## config.mk

```make
export PLATFORM = sky130hd
export DESIGN_NAME = router_fifo
export DESIGN_NICKNAME = d
export VERILOG_FILES = /design/src/rtl/router_fifo.sv
export SDC_FILE = /design/constraint.sdc
export NUM_CORES = 1
export LEC_CHECK = 0
export CAP_MARGIN = 20
export CORE_MARGIN = 3
export CORE_UTILIZATION = 61
export DETAILED_ROUTE_END_ITERATION = 10
export PLACE_DENSITY = 0.86
export SETUP_SLACK_MARGIN = 0.02
export SLEW_MARGIN = 20
export SYNTH_ARGS = -nofsm -noshare
export SYNTH_HDL_FRONTEND = slang
export SYNTH_SLANG_ARGS = --single-unit
export TNS_END_PERCENT = 30
```

## constraint.sdc

```tcl
create_clock -name clock -period 3.21 [get_ports clock]
set_clock_uncertainty 0.2 [all_clocks]
set_input_delay 0.4815 -clock clock [delete_from_list [all_inputs] [get_ports clock]]
set_output_delay 0.4815 -clock clock [all_outputs]
set_load 0.005 [all_outputs]
```

## src/rtl/router_fifo.sv

```systemverilog
// Packet FIFO for one router output port: 16 words of {header flag, byte}.
// It also tracks how many bytes of the current packet remain to be read.
module router_fifo #(
   parameter int DEPTH = 16,
   parameter int WIDTH = 9
) (
   input  logic       clock,
   input  logic       resetn,
   input  logic       soft_reset,
   input  logic       write_enb,
   input  logic       read_enb,
   input  logic       lfd_state,
   input  logic [7:0] data_in,
   output logic [7:0] data_out,
   output logic       full,
   output logic       empty
);

   localparam int AW = $clog2(DEPTH);

   logic [WIDTH-1:0] r_mem [DEPTH];
   logic [AW:0]      r_wr_ptr;
   logic [AW:0]      r_rd_ptr;
   logic [6:0]       r_pkt_cnt;
   logic [7:0]       r_data_out;

   logic             w_full;
   logic             w_empty;
   logic             w_wr;
   logic             w_rd;
   logic [WIDTH-1:0] w_rd_word;

   // The pointers carry one extra wrap bit so full and empty can be told apart.
   assign w_full    = (r_wr_ptr[AW] != r_rd_ptr[AW]) &&
                      (r_wr_ptr[AW-1:0] == r_rd_ptr[AW-1:0]);
   assign w_empty   = (r_wr_ptr == r_rd_ptr);
   assign w_wr      = write_enb && !w_full;
   assign w_rd      = read_enb && !w_empty;
   assign w_rd_word = r_mem[r_rd_ptr[AW-1:0]];

   always_ff @(posedge clock) begin
      if (!resetn || soft_reset) begin
         r_wr_ptr   <= '0;
         r_rd_ptr   <= '0;
         r_pkt_cnt  <= '0;
         r_data_out <= '0;
         for (int i = 0; i < DEPTH; i++) r_mem[i] <= '0;
      end else begin
         if (w_wr) begin
            r_mem[r_wr_ptr[AW-1:0]] <= {lfd_state, data_in};
            r_wr_ptr                <= r_wr_ptr + 1'b1;
         end
         if (w_rd) begin
            r_data_out <= w_rd_word[7:0];
            r_rd_ptr   <= r_rd_ptr + 1'b1;
            // A header byte's upper six bits hold the payload length; add one for parity.
            if (w_rd_word[WIDTH-1])
               r_pkt_cnt <= {1'b0, w_rd_word[7:2]} + 7'd1;
            else if (r_pkt_cnt != 7'd0)
               r_pkt_cnt <= r_pkt_cnt - 7'd1;
         end else if (r_pkt_cnt == 7'd0) begin
            r_data_out <= 8'h00;
         end
      end
   end

   assign data_out = r_data_out;
   assign full     = w_full;
   assign empty    = w_empty;

endmodule

```

* Word-level counts from Yosys, hierarchy flattened
Memories as Yosys holds them, arrays and structs flattened. A register that Yosys moved wholly into a read port is not among the register bits.
Index checks and enable logic that the tools add are counted.
** Cells by class
- Reduce and logical (&&, ||, !) cells :: 13
- $add $sub $neg :: 4
- Multiplexer cells :: 14
- Equality and inequality tests :: 3
** Operators with widths (count)
- two-way mux 8 bit :: 2
- two-way mux 7 bit :: 2
- two-way mux 4 bit :: 3
- adder 5 x 1 -> 5 bit, second input constant :: 2
- two-way mux 9 bit :: 1
- OR reduction 9 bit :: 1
- adder 6 x 1 -> 7 bit, second input constant :: 1
- logical NOT 7 bit :: 1
- nonzero test 7 bit :: 1
- subtractor 7 x 1 -> 7 bit, second input constant :: 1
- two-way mux 1 bit :: 6
- == test 5 bit :: 1
- == test 4 bit :: 1
- nonzero test 2 bit :: 2
- logical AND 1 bit :: 3
- logical NOT 1 bit :: 3
- AND reduction 2 bit :: 1
- logical OR 1 bit :: 1
- inequality test 1 bit :: 1
** Storage, ports and cells
- Output and inout port bits :: 10
- Memory bits (writable) :: 144
- Word-level logic and storage cells :: 39
- Bits in registers :: 25
- Memories :: 1
- Input bits :: 14
** Memories
- r_mem :: depth 16, width 9, read ports 1, clocked after Yosys merged registers in 1, write ports 16, line 21 : logic [WIDTH-1:0] r_mem [DEPTH];

* Logic depth before layout (Yosys ltp)
Gate-level depths: netlist of run 1.
- Depth after elaboration :: 9
- Depth in mapped cells :: 10
- Mapped depth without buffers :: 8

* Worst setup path after synthesis of run 1
Ideal clock, no wire load.
- Kind :: flip-flop to flip-flop
- From :: reg r_wr_ptr[3]
- To :: mem r_mem[14][0] (enable)
- Path slack :: 0.684 ns
- Buffers on the path :: 2
- Arrival time :: 1.939 ns
- Library setup time :: 0.387 ns
- Data required time :: 2.623 ns
- Stages on the path, launching flop included :: 8
- Clock period less this slack :: 2.526 ns
- Path through :: dfxtp_1 buf_2 xnor2_1 nand4_1 o21a_1 buf_2 nand3_1 o21ai_0
** RTL lines
- start, declared :: line 22 : logic [AW:0] r_wr_ptr;
- start signal, assigned :: line 51 : r_wr_ptr <= r_wr_ptr + 1'b1;
- end, declared :: line 21

==> summary.md, run 1 <==
| Metric | Value |
|---|---|
| Status | finished clean |
| Nets | 637 |
| Power density cells | 513 nW/um^2 |
| Setup CP Type | reg2reg |
| Power Internal | 3660 uW |
| Hold crit path type | reg2reg |
| Critical Path End Type | flip-flop |
| Post-synth ARST share | 0% |
| Design area | 9130 sq um |
| First-pass GRT wire length | 27900 um |
| Area grow syn2layout | 12.8% |
| Switching power share of the total | 21.9% |
| Max Root-Sink Buffers | 2 |
| Rows | 41 |
| Drt total wl | 17500 um |
| Root Buffer | clkbuf_16 |
| Hold Path Cell Cnt | 2 |
| Post-synth net total | 601 |
| Routability cong. | 0.890 |
| DP HPWL | 11500 um |
| Buffer count from post-CTS setup fixing | 0 |
| CTS buffer count | 17 |
| Clock Latency Late Sink | 0.43 ns |
| Number of vias per cell | 6.09 |
| Synth cell count leaders | and2_1 (145), edfxtp_1 (144), nor2_1 (39), dfxtp_1 (29), mux4_1 (26) |
| Post-synth EDFFs | 144 |
| Most used flip-flop cell after synthesis | edfxtp_1 |
| Reg clk slew, reported paths | 0.06 ns |
| Crit path DAT | 2.88 ns |
| Max-slew violations | 0 |
| Starting DRT DRC Count | 482 |
| DRC Markers | 0 |
| Router iterations before antenna repair | 6 |
| Synth Warn # | 0 |
| Routed Antenna Nets | 0 |
| Pwr Total | 4690 uW |
| Sink Count | 173 |
| Cells after synthesis | 580 |
| Total gr overflow | 0 |
| Register bit total from synthesis | 173 |
| Final setup violation count | 0 |
| WL/cell | 21.9 um |
| Cell with the most instances after synthesis | and2_1 |
| Final core occ | 71.5% |
| Vias post-DR | 4878 |
| Die Span X | 121 um |
| Combinational power share | 5.2% |
| Core ar. | 12800 sq um |
| Pleak | 0.00346 uW |
| Placed cells | 769 |
| Vias in the first global route | 4971 |
| DP Area | 8580 sq um |
| Layout cells sized above 1 | 12.2% |
| Required @ worst endpoint | 3.27 ns |
| RSZ-0062 raised after global routing | false |
| # fillers | 781 |
| Setup_tns | 0 ns |
| Reg power frac | 53.9% |
| Yosys cell types | 44 |
| Max H-tree Level | 4 |
| Post-synthesis sequential area ratio | 60.6% |
| Vert. Die Dim | 121 um |
| Post-Synthesis Cell Area | 8090 sq um |
| Final non-filler cell total | 801 |
| GRT Util Overall | 25.8% |
| Max FO, Critical Path | 36 |
| Diode count | 0 |
| Synth top area share | 53.4% |
| PostCTS Resize Cnt | 0 |
| Actual slew at the worst max-slew pin | 1.03 ns |
| CTS Hold Bufs | 0 |
| Worst Reg-to-Reg Cells | 8 |
| Critical Path Source Type | flip-flop |
| Initial core utilization | 63.4% |
| Sw power | 1020 uW |
| Die area | 14700 sq um |
| Relative slew slack | 31.2% |
| Syn Area/Cell | 14.0 sq um |
| Initial antenna violation count | 1 |
| Synth top area cells | edfxtp_1 (53%), and2_1 (11%), mux4_1 (8.4%) |
| # IOs | 24 |
| Area leader, netlist | edfxtp_1 |
| TritonCTS clock tree | yes |
| Peak VDD IR | 0.430 mV |
| Max-cap viol count | 0 |
| Number of port buffers | 23 |
| Clk pwr share | 40.8% |
| Largest net degree at the start of global routing | 37 |
| Final Hold Fails | 0 |
| Min Tclk post-route | 2.82 ns |
| Final Cycle Share | 87.8% |
| FF+latch area | 4910 sq um |
| Multi-input gate area | 2990 sq um |
| Fmax | 355 MHz |
[area by class of cell]
cell class              instances  area share (%)
well taps                     172            2.36
clock buffers                  17            4.66
multi-input cells             369            32.7
repair buffers                 49            4.93
inverters                       6           0.247
flip-flops and latches        173            53.7
clock inverters                15            1.34
[per-layer routing]
metal / vias to the layer above / track usage [%] / wire (um)
li1: 2214 / - / -
met1: 2421 / 33.7 / 6890
met2: 202 / 43.0 / 8930
met3: 41 / 5.69 / 1210
met4: 0 / 9.31 / 469
met5: - / 0 / 0
[power groups by stage]
| stage | Combinational [uW] | Sequential (uW) | Clock, uW |
|---|---|---|---|
| final | 244 | 2530 | 1910 |
| after global routing | 262 | 2530 | 2030 |
| after CTS | 245 | 2530 | 1920 |
| after detailed placement | 244 | 2580 | 0 |
| after global placement | 237 | 2570 | 0 |
| after floorplan | 149 | 2560 | 0 |
[critical path: stages, from the launching register on]
cell	delay, ns
dfxtp_2	0.34
buf_12	0.25
mux4_2	0.58
a22oi_2	0.30
nand2_1	0.24
ha_1	0.27
xor2_1	0.16
a32oi_1	0.19
a21oi_1	0.09
[registers in the layout, summed over array words and instances (netlist names), named ones only]
signal,count
data_out,8
r_mem,144
r_pkt_cnt,7
r_rd_ptr,5
r_wr_ptr,5
[stage by stage]
stage,setup WS (ns),hold slack (ns)
2_1_floorplan,0.684,0.264
6_report,0.391,0.274
5_1_grt,0.230,0.296
3_5_place_dp,0.423,0.266
3_3_place_gp,0.481,0.258
4_1_cts,0.407,0.275
[placed cells by master, fill, tap and decap left out, types with 3 or more instances in the layout]
cell / synthesis / layout
and2_1: 145 / 145
edfxtp_1: 144 / 144
nor2_1: 39 / 39
dfxtp_1: 29 / 28
mux4_1: 26 / 26
buf_4: 0 / 24
clkdlybuf4s50_1: 0 / 23
nand2_1: 22 / 22
clkbuf_16: 0 / 17
o21ai_0: 15 / 15
a21oi_1: 13 / 13
mux4_2: 12 / 12
nand3_1: 11 / 11
xor2_1: 10 / 10
a22oi_1: 9 / 9
xnor2_1: 8 / 8
nand2b_1: 7 / 7
ha_1: 7 / 7
inv_1: 6 / 6
nor3_1: 6 / 6
nand4_1: 5 / 5
clkinv_2: 0 / 5
a22o_1: 4 / 4
nor2b_1: 3 / 3
mux2i_1: 3 / 3
a31oi_1: 3 / 3
clkinv_4: 0 / 3
inv_6: 0 / 3
[worst paths after layout]
path         slack (ns)           end   startpoint
min reg2reg        0.27   data_out[1]  data_out[1]
max reg2reg        0.39  r_pkt_cnt[2]    flip-flop
min                0.27   data_out[1]  data_out[1]
max                0.39  r_pkt_cnt[2]    flip-flop
[cell families (layout without fill, tap and decap cells)]
group,after synthesis,in the layout,share of synthesized area (%)
AO/OA/AOI/OAI,56,56,4.61
multiplexers,41,41,12.2
buffers and inverters,38,87,2.46
adder cells (fa/ha/maj),7,7,1.08
flip-flops,173,173,60.6
AND/OR/NAND/NOR,247,247,17.2
XOR/XNOR,18,18,1.95
(Power assumes the default switching activity.)
==> inputs of run 2 (changes only) <==
Settings changed: ABC_AREA from default to 1, CORE_UTILIZATION 61 to 62, PLACE_DENSITY 0.86 to 0.87, REMOVE_ABC_BUFFERS from default to 1, SKIP_LAST_GASP from default to 1.
==> summary.md, run 2 <==
| Metric | Value |
|---|---|
| Area grow syn2layout | 9.82% |
| Final Cycle Share | 84.7% (-3.1 points) |
| Root Buffer | clkbuf_16 |
| Register bit total from synthesis | 173 (unchanged) |
| Post-synth EDFFs | 144 (unchanged) |
| Pre-CTS setup slack | 0.477 ns (+0.0536 ns) |
| Slowest-stage cell, CP | inv_4 |
| Crit-path max cell delay | 0.44 ns (-0.14 ns) |
| Yosys cell types | 32 (-27%) |
| Commonest non-fill, non-tap cells in the layout | nand2_1 (218), nor2_1 (187), edfxtp_1 (144) |
| Critical Path Source Type | flip-flop |
| Max FO, Critical Path | 59 (+64%) |
| Crit path DAT | 2.84 ns (-0.04 ns) |
| Cells after synthesis | 908 (+57%) |
| Hold crit path type | reg2reg |
| Largest net degree at the start of global routing | 78 (+110%) |
| Number of vias per cell | 5.77 (-5.3%) |
| Routability cong. | 0.918 (+3.2%) |
| CTS buffer count | 17 (unchanged) |
| DP HPWL | 12400 um (+7.8%) |
| Drt total wl | 19700 um (+13%) |
| Initial antenna violation count | 0 (-1) |
| Critical Path End Type | flip-flop |
| Relative slew slack | 39.4% (+8.2 points) |
| Vert. Die Dim | 121 um (about the same) |
| Final setup violation count | 0 (unchanged) |
| Status | complete, but fails checks |
| GRT Util Overall | 28.0% (+2.2 points) |
| # IOs | 24 (unchanged) |
| Violated checks | design-rule violations |
| Power density cells | 535 nW/um^2 (+4.2%) |
| Number of port buffers | 23 (unchanged) |
| Synth top area share | 52.6% (-0.81 points) |
| First-pass GRT wire length | 30700 um (+10%) |
| Rows | 41 (unchanged) |
| Synth top area cells | edfxtp_1 (53%), nand2_1 (10%), nor2_1 (8.6%) |
| DRC Markers | 1 (+1) |
| Most used flip-flop cell after synthesis | edfxtp_1 |
| Vias post-DR | 6348 (+30%) |
| RSZ-0062 raised after global routing | false |
| Commonest non-fill, non-tap cell in the layout | nand2_1 |
| Max H-tree Level | 4 (unchanged) |
| WL/cell | 17.9 um (-18%) |
| Sink Count | 173 (unchanged) |
| Synth Warn # | 0 (unchanged) |
| Peak VDD IR | 0.562 mV (+31%) |
| Cell with the most instances after synthesis | nand2_1 |
| Final Hold Fails | 0 (unchanged) |
| Vias in the first global route | 5896 (+19%) |
| Post-synthesis sequential area ratio | 59.7% (-0.92 points) |
| Max-cap viol count | 0 (unchanged) |
| Final setup margin | 0.492 ns (+0.101 ns) |
| Final core occ | 70.7% (-0.83 points) |
| Biggest register | r_mem |
| Max Root-Sink Buffers | 2 (unchanged) |
| Buffer count from post-CTS setup fixing | 0 (unchanged) |
| Nets | 937 (+47%) |
| Pleak | 0.00379 uW (+9.7%) |
| Crit path max-delay family | simple AND/OR/NAND/NOR gates |
| Reg clk slew, reported paths | 0.07 ns (about the same) |
| Diode count | 0 (unchanged) |
| Hold path start | data_out[4] |
| Routed Antenna Nets | 0 (unchanged) |
| Number of flip-flops in the largest register | 144 (unchanged) |
| Syn Area/Cell | 9.05 sq um (-35%) |
| Total gr overflow | 0 (unchanged) |
| Max-slew violations | 0 (unchanged) |
| Initial core utilization | 64.3% (+0.98 points) |
| Min Tclk post-route | 2.72 ns (-0.101 ns) |
| Fmax | 368 MHz (+3.7%) |
| Crit-path cells | inv_4 -> nand2_1 -> nand2_1 -> nand2_1 -> nand3_1 -> nand3_1 -> nand2_1 -> ha_1 -> a21boi_0 -> nor3_1 -> nor2_1 -> nor2_1 |
| Layout cells sized above 1 | 7.75% (-4.5 points) |
| Setup CP Type | reg2reg |
| Crit path top cell by count | nand2_1 |
| Die area | 14700 sq um (about the same) |
| CTS Hold Bufs | 0 (unchanged) |
| Post-synth ARST share | 0% (unchanged) |
| Post-Synthesis Cell Area | 8220 sq um (+1.5%) |
| Router iterations before antenna repair | 11 (+5) |
| PostCTS Resize Cnt | 0 (unchanged) |
| Core ar. | 12800 sq um (unchanged) |
| Clock Latency Late Sink | 0.44 ns (about the same) |
| Required @ worst endpoint | 3.33 ns (+0.06 ns) |
| Synth cell count leaders | nand2_1 (218), nor2_1 (188), edfxtp_1 (144), nand3_1 (83), inv_1 (70) |
| Area leader, netlist | edfxtp_1 |
| TritonCTS clock tree | yes |
| Buffer and inverter count on the worst path | 1 (unchanged) |
| Starting DRT DRC Count | 1053 (+120%) |
| Actual slew at the worst max-slew pin | 0.908 ns (-0.124 ns) |
| Die Span X | 121 um (about the same) |
| Setup_tns | 0 ns (unchanged) |
## run 2: final timing paths
path | to | slack (ns) | depth (start not counted)
setup / recovery | r_pkt_cnt[2] | 0.49 | 12
hold / removal | data_out[4] | 0.26 | 2
setup reg to reg | r_pkt_cnt[2] | 0.49 | 12
hold reg to reg | data_out[4] | 0.26 | 2
## run 2: tightest hold or removal path: stages (launching register included)
cell     delay (ns)
dfxtp_1        0.31
nand2_1        0.06
a21oi_1        0.05
## run 2: metal layers
| metal | track usage, % | part of all wire (%) |
|---|---|---|
| met3 | 6.85 | 11 |
| met5 | 0 | 0 |
| met4 | 13.5 | 4.2 |
| met2 | 43.8 | 47 |
| met1 | 36.9 | 38 |
## run 2: layout make-up
cell class / count / area [sq um]
sequential: 173 / 4910
fill: 912 / 3750
multi-input combinational: 614 / 2750
clock buffer: 26 / 522
timing repair buffer: 31 / 303
inverter: 79 / 302
tap: 172 / 215
clock inverter: 6 / 32.5
## run 2: logic make-up after synthesis
logic type	after synthesis	share of synthesized area [%]
AOI/OAI and AO/OA	75	4.96
xor gates and xnor gates	8	0.853
adders and majority gates	7	1.07
buffers and inverters	121	6.94
DFF	173	59.7
and+or+nand+nor	524	26.5
## run 2: where the power goes
group	leakage, uW	total, uW	switching (uW)	internal [uW]
registers	0.00184	2540	30.8	2510
clock network	0.000283	1930	809	1120
logic	0.00167	361	266	95.6
## run 2: stage by stage
step,std cells,cell area (sq um),hold slack (ns),power (uW)
after floorplan,866,7950,0.257,2800
after global placement,1069,8470,0.256,2930
after detailed placement,1069,8470,0.263,2940
after CTS,1101,9030,0.269,4820
after global routing,1101,9030,0.289,4960
final,1101,9030,0.264,4830
